`src/rtl/led_chaser_ctrl_if.sv`:
```
// Request and strobe bundle between the button-conditioning logic (master)
// and the LED chaser sequencing controller (slave).
interface led_chaser_ctrl_if;
  logic       start;
  logic       stop;
  logic       next_pat;
  logic [1:0] speed_sel;
  logic       bounce;
  logic [7:0] initstate;
  logic       load;
  logic       step;
  logic       dir;
  logic       busy;
  logic [1:0] pat_idx;

  modport master (
    output start, stop, next_pat, speed_sel, bounce,
    input  initstate, load, step, dir, busy, pat_idx
  );

  modport slave (
    input  start, stop, next_pat, speed_sel, bounce,
    output initstate, load, step, dir, busy, pat_idx
  );
endinterface

```
`src/rtl/led_chaser_ctrl.sv`:
```
// Sequencing controller for the 8-bit LED chaser: seed selection, one-cycle
// load, prescaled step strobes and bounce-mode direction control.
module led_chaser_ctrl #(
  parameter int DIV_BASE   = 4,
  parameter int BOUNCE_LEN = 7
) (
  input  logic             clock,
  input  logic             reset,
  led_chaser_ctrl_if.slave bus
);

  localparam int PW = $clog2(DIV_BASE << 3);
  localparam int SW = (BOUNCE_LEN > 1) ? $clog2(BOUNCE_LEN) : 1;

  localparam logic [1:0] ST_IDLE  = 2'd0;
  localparam logic [1:0] ST_LOAD  = 2'd1;
  localparam logic [1:0] ST_RUN   = 2'd2;
  localparam logic [1:0] ST_PAUSE = 2'd3;

  logic [1:0]    r_state;
  logic [PW-1:0] r_presc;
  logic [SW-1:0] r_sweep;
  logic [1:0]    r_speed;
  logic [7:0]    r_initstate;
  logic          r_load;
  logic          r_step;
  logic          r_dir;
  logic          r_busy;
  logic [1:0]    r_patIdx;

  logic [1:0]    w_nextState;
  logic [1:0]    w_nextIdx;
  logic [PW:0]   w_period;
  logic          w_wrap;
  logic          w_enterLoad;

  function automatic logic [7:0] seedOf(input logic [1:0] idx);
    case (idx)
      2'd0:    seedOf = 8'b00000011;
      2'd1:    seedOf = 8'b00000001;
      2'd2:    seedOf = 8'b10000001;
      default: seedOf = 8'b00001111;
    endcase
  endfunction

  assign w_period    = (PW+1)'(DIV_BASE) << r_speed;
  assign w_wrap      = ({1'b0, r_presc} == (w_period - 1'b1));
  assign w_enterLoad = (w_nextState == ST_LOAD);

  // Request decode: stop beats next_pat beats start, among the requests a state honours.
  always_comb begin
    w_nextState = r_state;
    w_nextIdx   = r_patIdx;
    case (r_state)
      ST_IDLE: begin
        if (bus.next_pat)   w_nextIdx = r_patIdx + 2'd1;
        else if (bus.start) w_nextState = ST_LOAD;
      end
      ST_LOAD: w_nextState = ST_RUN;
      ST_RUN: begin
        if (bus.stop) begin
          w_nextState = ST_PAUSE;
        end else if (bus.next_pat) begin
          w_nextIdx   = r_patIdx + 2'd1;
          w_nextState = ST_LOAD;
        end
      end
      ST_PAUSE: begin
        if (bus.next_pat) begin
          w_nextIdx   = r_patIdx + 2'd1;
          w_nextState = ST_LOAD;
        end else if (bus.start) begin
          w_nextState = ST_RUN;
        end
      end
      default: w_nextState = ST_IDLE;
    endcase
  end

  // The prescaler advances to 1 while leaving LOAD so the first step lands P cycles after load.
  always_ff @(posedge clock or posedge reset) begin
    if (reset) begin
      r_state     <= ST_IDLE;
      r_presc     <= '0;
      r_sweep     <= '0;
      r_speed     <= 2'd0;
      r_initstate <= 8'h00;
      r_load      <= 1'b0;
      r_step      <= 1'b0;
      r_dir       <= 1'b0;
      r_busy      <= 1'b0;
      r_patIdx    <= 2'd0;
    end else begin
      r_state  <= w_nextState;
      r_patIdx <= w_nextIdx;
      r_busy   <= (w_nextState == ST_RUN);
      r_load   <= w_enterLoad;
      r_step   <= 1'b0;
      if (w_enterLoad) begin
        r_initstate <= seedOf(w_nextIdx);
        r_presc     <= '0;
        r_sweep     <= '0;
        r_dir       <= 1'b0;
      end else begin
        if (r_state == ST_LOAD) begin
          r_presc <= PW'(1);
          r_speed <= bus.speed_sel;
        end else if (r_state == ST_RUN && w_nextState == ST_RUN) begin
          if (w_wrap) begin
            r_presc <= '0;
            r_step  <= 1'b1;
            r_speed <= bus.speed_sel;
          end else begin
            r_presc <= r_presc + 1'b1;
          end
        end
        // Sweep accounting happens after the step is presented, so dir flips for the next one.
        if (!bus.bounce) begin
          r_sweep <= '0;
        end else if (r_step) begin
          if (r_sweep == SW'(BOUNCE_LEN - 1)) begin
            r_sweep <= '0;
            r_dir   <= ~r_dir;
          end else begin
            r_sweep <= r_sweep + 1'b1;
          end
        end
      end
    end
  end

  assign bus.initstate = r_initstate;
  assign bus.load      = r_load;
  assign bus.step      = r_step;
  assign bus.dir       = r_dir;
  assign bus.busy      = r_busy;
  assign bus.pat_idx   = r_patIdx;

endmodule
```
`src/flat_wrapper.sv`:
```
// flat-port wrapper written by rule: the top's interface ports become plain ports
module led_chaser_ctrl_flat 
#(
  parameter int DIV_BASE   = 4,
  parameter int BOUNCE_LEN = 7
)
  (clock, reset, bus_start, bus_stop, bus_next_pat, bus_speed_sel, bus_bounce, bus_initstate, bus_load, bus_step, bus_dir, bus_busy, bus_pat_idx);
  led_chaser_ctrl_if bus_i ();
  input  logic clock;
  input  logic reset;
  input wire logic [$bits(bus_i.start)-1:0] bus_start;
  input wire logic [$bits(bus_i.stop)-1:0] bus_stop;
  input wire logic [$bits(bus_i.next_pat)-1:0] bus_next_pat;
  input wire logic [$bits(bus_i.speed_sel)-1:0] bus_speed_sel;
  input wire logic [$bits(bus_i.bounce)-1:0] bus_bounce;
  output wire logic [$bits(bus_i.initstate)-1:0] bus_initstate;
  output wire logic [$bits(bus_i.load)-1:0] bus_load;
  output wire logic [$bits(bus_i.step)-1:0] bus_step;
  output wire logic [$bits(bus_i.dir)-1:0] bus_dir;
  output wire logic [$bits(bus_i.busy)-1:0] bus_busy;
  output wire logic [$bits(bus_i.pat_idx)-1:0] bus_pat_idx;
  assign bus_i.start = bus_start;
  assign bus_i.stop = bus_stop;
  assign bus_i.next_pat = bus_next_pat;
  assign bus_i.speed_sel = bus_speed_sel;
  assign bus_i.bounce = bus_bounce;
  assign bus_initstate = bus_i.initstate;
  assign bus_load = bus_i.load;
  assign bus_step = bus_i.step;
  assign bus_dir = bus_i.dir;
  assign bus_busy = bus_i.busy;
  assign bus_pat_idx = bus_i.pat_idx;
  led_chaser_ctrl #(.DIV_BASE(DIV_BASE), .BOUNCE_LEN(BOUNCE_LEN)) u_core (.clock(clock), .reset(reset), .bus(bus_i));
endmodule
```
`config.mk`:
```
export PLATFORM = sky130hd
export DESIGN_NAME = led_chaser_ctrl_flat
export DESIGN_NICKNAME = d
export VERILOG_FILES = /design/src/rtl/led_chaser_ctrl_if.sv /design/src/rtl/led_chaser_ctrl.sv /design/src/flat_wrapper.sv
export SDC_FILE = /design/constraint.sdc
export NUM_CORES = 1
export LEC_CHECK = 0
export CAP_MARGIN = 30
export CORE_MARGIN = 10
export CORE_UTILIZATION = 55
export DETAILED_ROUTE_END_ITERATION = 12
export PLACE_DENSITY = 0.83
export SLEW_MARGIN = 15
export SYNTH_ARGS = -nofsm -noshare
export SYNTH_HDL_FRONTEND = slang
export SYNTH_SLANG_ARGS = --single-unit
```
`constraint.sdc`:
```
create_clock -name clock -period 3.5 [get_ports clock]
set_input_delay 0.525 -clock clock [delete_from_list [all_inputs] [get_ports clock]]
set_output_delay 0.525 -clock clock [all_outputs]
set_load 0.01 [all_outputs]
```
== After elaboration in Yosys (flattened, before gate mapping) ==
Cells that the tools add are included.
Cells by class
  shift operators: 1
  $add $sub $neg: 4
  reduce and logical (&&, ||, !) cells: 12
  muxes and demuxes: 30
  bitwise logic cells: 2
  eq/ne operators: 10
Operators by type and width (count)
  case mux 8 bit (3 select lines): 1
  two-way mux 2 bit: 11
  two-way mux 5 bit: 4
  two-way mux 3 bit: 4
  nonzero test 2 bit: 5
  equality test 2 bit (second input constant): 4
  two-way mux 1 bit: 8
  case mux 2 bit (4 select lines): 1
  equality test 2 x 1 -> 1 bit (second input constant): 3
  equality test 5 x 6 -> 1 bit: 1
  AND reduction 3 bit: 2
  left shift 3 x 2 -> 6 bit (first input constant): 1
  subtractor 6 x 1 -> 6 bit (second input constant): 1
  adder 5 x 1 -> 5 bit (second input constant): 1
  logical NOT 2 bit: 2
  case mux 2 bit (2 select lines): 1
  adder 3 x 1 -> 3 bit (second input constant): 1
  equality test 3 bit (second input constant): 1
  inequality test 3 x 1 -> 1 bit (second input constant): 1
  nonzero test 3 bit: 1
  adder 2 x 1 -> 2 bit (second input constant): 1
  NOT 1 bit: 2
  OR reduction 2 bit: 1
  logical AND 1 bit: 1
Storage, ports and cells
  input port bits: 8
  output and inout port bits: 14
  register bits: 26
  logic and storage cells: 69

== Longest topological paths before layout ==
Gate-level depths: netlist (run 1).
  depth in word-level cells: 8
  mapped depth: 10
  gate-level depth less buffers: 10

== Least setup slack after synthesis (run 1) ==
No wires, ideal clock.
  path type: reg-to-reg
  start: reg u_core.r_state[0]
  end: reg u_core.r_speed[0]
  slack: 1.202 ns
  period minus slack after synthesis: 2.298 ns
  setup time: 0.125 ns
  required time: 3.375 ns
  arrival time: 2.172 ns
  path buffers: 1
  stages on the path, launching flop included: 10
  path through: dfrtp_1 > inv_1 > ha_1 > nand2b_1 > a21oi_2 > o221ai_2 > or2_1 > buf_2 > a211o_1 > mux2_4
On the way
  word-level cells in the longest chain between the ends: 7
  elaborated cells between the ends (all ways): 19
  classes of those cells: eq/ne (5); mux (8); bitwise (1); reduce/logical (5)
Ends and longest elaborated chain
  from (decl): RTL line led_chaser_ctrl.sv:20  | logic [1:0] r_state;
  from (signal assigned): RTL line led_chaser_ctrl.sv:94  | r_state <= w_nextState;
  two-way mux 2 bit (on tied branches): RTL line led_chaser_ctrl.sv:72, led_chaser_ctrl.sv:57, led_chaser_ctrl.sv:63
  two-way mux 2 bit (on tied branches): RTL line led_chaser_ctrl.sv:69, led_chaser_ctrl.sv:56, led_chaser_ctrl.sv:61
  case mux 2 bit (4 select lines) *: RTL line led_chaser_ctrl.sv:54  | case (r_state)
  named net u_core.w_nextState[0]: RTL line led_chaser_ctrl.sv:31  | logic [1:0] w_nextState;
  equality test 2 bit: RTL line led_chaser_ctrl.sv:108  | end else if (r_state == ST_RUN && w_nextState == ST_RUN) begin
  logical AND 1 bit: RTL line led_chaser_ctrl.sv:108
  nonzero test 2 bit (no line)
  AND reduction 3 bit (no line) *
  to (signal assigned): RTL line led_chaser_ctrl.sv:107  | r_speed <= bus.speed_sel;
  to (signal assigned): RTL line led_chaser_ctrl.sv:112  | r_speed <= bus.speed_sel;
  to (decl): RTL line led_chaser_ctrl.sv:23  | logic [1:0] r_speed;
The timed path passes the listed nets; every way through them passes the cells marked *.
A chain may end at the register's enable or synchronous reset.

== Final worst setup path (run 1) ==
  start: reg u_core.r_state[0]
  end: reg u_core.r_speed[1]
Same word-level chain as after synthesis.

==> impl_metrics.yaml, run 1 <==
status:
  status: "finished, final reports clean"
layout:
  drive_gt1_share_pct: 6.67
  n_antenna_cell: 0
  nets: 167
  area.growth.synth_to_final_pct: 15.6
  stdcell_count: 178
critical_path:
  start_kind: "flip-flop"
  crit_type: "flip-flop to flip-flop"
  crit_arrival_ns: 2.69
  r2r-start: "u_core.r_state[0]$_DFF_PP0_"
  worst_ep_required_time_ns: 3.70
  critPathCaptureType: "flip-flop"
  setup.worst_path.start: "u_core.r_state[0]$_DFF_PP0_"
  path_max_fanout: 8
routing:
  wire_per_inst_um: 13.6
  drcViolationCount: 0
  wl_um: 2420
  vias: 989
  drtPass1Iterations: 5
  vias_per_cell: 5.56
  ant_nets: 0
  drt_iter0_drc: 43
power_and_ir_drop:
  ir_drop_mv: 0.551
  powerDensity_nw_per_um2: 756
  p_leak_uw: 0.000637
clocking:
  cts-resized-gates: 0
  clockBufferDepth: 2
  h-tree-depth: 1
  clk_pin_slew_ns: 0.11
  cts_tree: "yes"
  numCtsBuffers: 3
  postCtsSetupBuffers: 0
  postCtsHoldBufs: 0
  clk_latency_ns: 0.30
  root_buffer: "clkbuf_4"
  cts_sinks: 22
global_route:
  grt_pass1_wl_um: 4110
  grt_max_degree: 23
  grt_pass1_vias: 985
  antenna_found_initial: 0
  grt_usage_pct: 11.2
  grt-ovfl-total: 0
min_path:
  worstHoldPathType: "flip-flop to flip-flop"
  min_from: "u_core.bus.initstate[0]$_DFFE_PP0N_"
die:
  die_x_um: 67.5
  die_y_um: 67.5
  start_util_pct: 56.7
  rows: 17
  dieArea_sq_um: 4560
  core_area_sq_um: 2190
  io_pins: 22
synth:
  synth_enable_flop_cells: 0
  synth_top_area_share_pct: 44.3
  yosysUniqueCellTypes: 36
  ys.warnings.count: 0
  async_reset_ff_share_pct: 100
  seq_area_frac_synth_pct: 44.3
  syn_avg_cell_area_sq_um: 9.27
  ys_ff_latch: 22
  yosysMostFrequentCell: "dfrtp_1"
  synth_fa_ha_area_share_pct: 7.05
  netlist_area_sq_um: 1240
  synthSimpleGateAreaFrac_pct: 20.2
  synth_common_cells: "dfrtp_1, nand2_1, nor2_1, inv_1"
  muxShareOfSynthArea_pct: 4.93
  synth_top_family_by_area: "simple AND/OR/NAND/NOR gates"
  synth_area_leaders: "dfrtp_1, ha_1, nand2_1"
  ys.flop_type: "dfrtp_1"
  synth_top_area_cell: "dfrtp_1"
  synth_compound_area_share_pct: 14.2
  syn_inst: 134
  synth_xor_area_share_pct: 2.11
placed_design:
  io_buffers: 18
  dp.cells: 175
  gp_congestion: 0.803
  hpwl_um: 1860
sta:
  fin_crit_sh_pct: 71.2
  tightest_slew_ns: 0.794
  setup_tns_ns: 0
  rsz0062_at_grt: "false"
  fmax_ghz: 0.401
  drv_slew: 0
  relSlewSlack_pct: 47.0
  min_period_ns: 2.49
  finalSetupViolations: 0
  hold_violations: 0
  clock_skew_ns: 0.00396
run:
  maxCapViolCount: 0
==> area by class of cell <==
| type | instances | area (sq um) |
|---|---|---|
| multi-input cells | 98 | 614 |
| fillers | 156 | 754 |
| well taps | 28 | 35.0 |
| inverters | 9 | 33.8 |
| clock buffers | 3 | 22.5 |
| repair buffers | 18 | 180 |
| flip-flops and latches | 22 | 551 |
==> power breakdown <==
part	internal (uW)	total [uW]	switching (uW)
combinational	255	588	333
clock	40.2	111	71.1
sequential	324	387	63.1
==> per-layer routing <==
layer,global-route usage [%],part of all wire [%],vias up
met2,18.8,48,30
met3,4.13,8.4,5
li1,-,-,487
met1,12.8,42,467
met4,4.36,1.3,0
met5,0,0,-
==> stage by stage <==
step | worst slack, ns | util (%) | cell area, sq um | hold WS [ns] | power (uW)
CTS | 1.02 | 65.6 | 1440 | 0.508 | 1090
floorplan | 1.20 | - | 1250 | 0.504 | 811
finish | 1.01 | 65.6 | 1440 | 0.495 | 1090
global route | 0.832 | 65.6 | 1440 | 0.525 | 1190
detailed placement | 0.728 | 64.5 | 1410 | 0.473 | 978
global placement | 0.789 | 64.5 | 1410 | 0.475 | 955
==> flip-flops by register name (all words and copies together) (netlist names), 2 cells and up <==
signal                cells
u_core.r_sweep            3
u_core.r_speed            2
u_core.bus.pat_idx        2
u_core.bus.initstate      4
u_core.r_state            2
u_core.r_presc            5
==> worst max-delay path, cell delays in order, from the launching register on <==
cell      delay [ns]
dfrtp_1         0.46
inv_1           0.11
ha_1            0.29
nand2b_1        0.19
a21oi_2         0.15
o221ai_2        0.15
or2_1           0.36
a211o_1         0.37
mux2_4          0.30
==> worst paths after layout <==
kind,cells past startpoint,end,slack [ns]
hold reg to reg,1,u_core.bus.initstate[0]$_DFFE_PP0N_,0.49
max in group asynchronous,2,u_core.r_presc[4]$_DFFE_PP0P_,2.34
setup / recovery,8,u_core.r_speed[1]$_DFFE_PP0P_,1.01
min in group asynchronous,2,u_core.r_state[0]$_DFF_PP0_,0.67
hold / removal,1,u_core.bus.initstate[0]$_DFFE_PP0N_,0.49
setup reg to reg,8,u_core.r_speed[1]$_DFFE_PP0P_,1.01
==> cell usage in the layout (no fill, tap or decap), drive strengths merged, types with 4 or more instances in the layout <==
master / instances
a21oi: 8
a31oi: 4
clkdlybuf4s50: 18
dfrtp: 22
ha: 7
inv: 9
nand2: 19
nand3: 7
nor2: 13
o21ai: 5
==> kinds of logic after synthesis <==
kind of cell	after synthesis
multiplexers	5
flip-flops	22
other	1
adder cells (fa/ha/maj)	7
buffers and inverters	16
XOR/XNOR	3
AND/OR/NAND/NOR	54
AO/OA/AOI/OAI	26
(Power assumes the default switching activity.)
==> run 2, diff against run 1 <==
- CORE_UTILIZATION: 55 -> 46
- PLACE_DENSITY: 0.83 -> 0.74
- clock period: 3.5 -> 2.2 ns (I/O delays scaled with it)
==> run 2 against run 1 <==
Combinational power rose by 92%. Power is 81% higher. Sequential power increased by 61%. Critical path type unchanged. Via count increased by 4.6%. Non-clock buffer count increased by 13. Hold slack lost 0.14 ns. Final cell count is 9.0% higher. Sequential share of layout area fell by 2.9 points.
==> impl_metrics.yaml, run 2 (synthesis gave the netlist of run 1 again) <==
status:
  status: "finished, final reports clean"
layout:
  top_register: "u_core.r_presc"
  largest_reg_flops: 5
  seqCellArea_sq_um: 553
  n_antenna_cell: 0
  area.growth.synth_to_final_pct: 25.7
  nets: 180
  fillers: 217
  multi_input_area_sq_um: 623
  layout_commonest_cell: "dfrtp_1"
  drive_gt1_share_pct: 18.3
  finalInstanceArea_sq_um: 1560
  final_cell_mix: "dfrtp_1, nand2_1, clkdlybuf4s50_1"
routing:
  wl_um: 2760
  vias_per_cell: 5.33
  drt_iter0_drc: 26
  vias: 1034
  drcViolationCount: 0
  ant_nets: 0
  wire_per_inst_um: 14.2
  drtPass1Iterations: 4
critical_path:
  path_buf_inv: 1
  path_max_fanout: 5
  max_stage_delay_ns: 0.46
  critPathCaptureType: "flip-flop"
  start_kind: "flip-flop"
  critPathTopFamily: "compound AO/OA/AOI/OAI gates"
  crit_type: "flip-flop to flip-flop"
  cp_num_cells: 7
  r2r_cells: 7
  crit_path_cell_trace: "inv_1 -> ha_2 -> o2bb2ai_1 -> o221ai_2 -> or2_1 -> a211o_1 -> mux2_4"
  timing.reg2reg.setup_slack_ns: 0.13
  critPathSlowestCell: "dfrtp_2"
  crit_arrival_ns: 2.27
  worst_ep_required_time_ns: 2.40
global_route:
  grt_pass1_wl_um: 4700
  grt_pass1_vias: 1027
  grt-ovfl-total: 0
  antenna_found_initial: 0
  grt_usage_pct: 10.9
  grt_max_degree: 23
clocking:
  cts_tree: "yes"
  clockBufferDepth: 2
  root_buffer: "clkbuf_4"
  postCtsHoldBufs: 0
  cts_sinks: 22
  h-tree-depth: 1
  clk_latency_ns: 0.30
  numCtsBuffers: 3
  clk_pin_slew_ns: 0.11
die:
  rows: 18
  die_y_um: 72.0
  dieArea_sq_um: 5180
  start_util_pct: 49.3
  die_x_um: 72.0
  core_area_sq_um: 2520
  io_pins: 22
placed_design:
  hpwl_um: 2130
  gp_congestion: 0.822
  placed_cell_area_sq_um: 1510
  post-place-ws_ns: -0.0819
  io_buffers: 18
power_and_ir_drop:
  p_clk_share_pct: 10.8
  powerDensity_nw_per_um2: 1260
  p_seq_share_pct: 31.8
  switching_power_uw: 790
  p_sw_share_pct: 40.2
  ir_drop_mv: 0.885
  p_leak_uw: 0.000702
  power.internal_uw: 1170
  share_comb_of_total_power_pct: 57.5
run:
  maxCapViolCount: 0
sta:
  drv_slew: 0
  fmax_ghz: 0.482
  rsz0062_at_grt: "false"
  fin_crit_sh_pct: 94.3
  timing.hold.ws_ns: 0.354
  clock_skew_ns: 0.00433
  hold_violations: 0
  setup_tns_ns: 0
  finalSetupViolations: 0
  setup_ws_ns: 0.126
  min_period_ns: 2.07
min_path:
  worstHoldPathType: "primary input to asynchronous set/reset pin"
==> run 2: cell count changes in the layout (fill, tap and decap cells not counted), moves of 2 or more <==
cell,change
buf_4,+13
dfrtp_1,-2
dfrtp_2,+2
ha_1,-2
ha_2,+2
==> run 2: timing repair <==
action                     in CTS  in global routing
resized for setup               0                  4
buffers inserted                0                  1
setup endpoints to repair       0                  4
==> run 2: layer usage <==
metal	track usage, %	vias to the layer above	part of all wire, %
met5	0	-	0
met4	2.15	0	0.94
met3	5.17	4	6.7
met2	18.2	22	50
met1	12.3	495	43
li1	-	513	-
==> run 2: layout make-up <==
cell class              count  area share (%)
flip-flops and latches     22            35.4
multi-input cells          98            39.9
well taps                  30            2.40
repair buffers             31            17.8
inverters                   9            2.16
clock buffers               4            2.32
==> run 2: final timing paths <==
path | startpoint | to
worst max-delay path | u_core.r_state[1]$_DFF_PP0_ | u_core.r_speed[1]$_DFFE_PP0P_
worst min-delay path | reset | u_core.bus.busy$_DFF_PP0_
worst max register to register | u_core.r_state[1]$_DFF_PP0_ | u_core.r_speed[1]$_DFFE_PP0P_
worst min register to register | u_core.bus.initstate[0]$_DFFE_PP0N_ | u_core.bus.initstate[0]$_DFFE_PP0N_
max in group asynchronous | reset | u_core.r_state[1]$_DFF_PP0_
min in group clock | u_core.bus.initstate[0]$_DFFE_PP0N_ | u_core.bus.initstate[0]$_DFFE_PP0N_
==> run 2: power by group through the flow <==
stage	Combinational (uW)	Sequential, uW	Clock (uW)
2_1_floorplan	667	629	0
3_3_place_gp	1080	618	0
3_5_place_dp	1110	626	0
4_1_cts	1120	620	225
5_1_grt	1290	633	244
6_report	1130	624	212
==> run 2: worst min-delay path: stages <==
cell	delay, ns
clkdlybuf4s50_1	0.40
inv_1	0.05
buf_4	0.27
==> run 2: metrics by stage <==
step                cells  util (%)  total power, uW
floorplan             136         -             1300
global placement      189      59.8             1690
detailed placement    189      59.8             1740
CTS                   193      61.3             1960
global route          194      61.9             2170
finish                194      61.9             1960
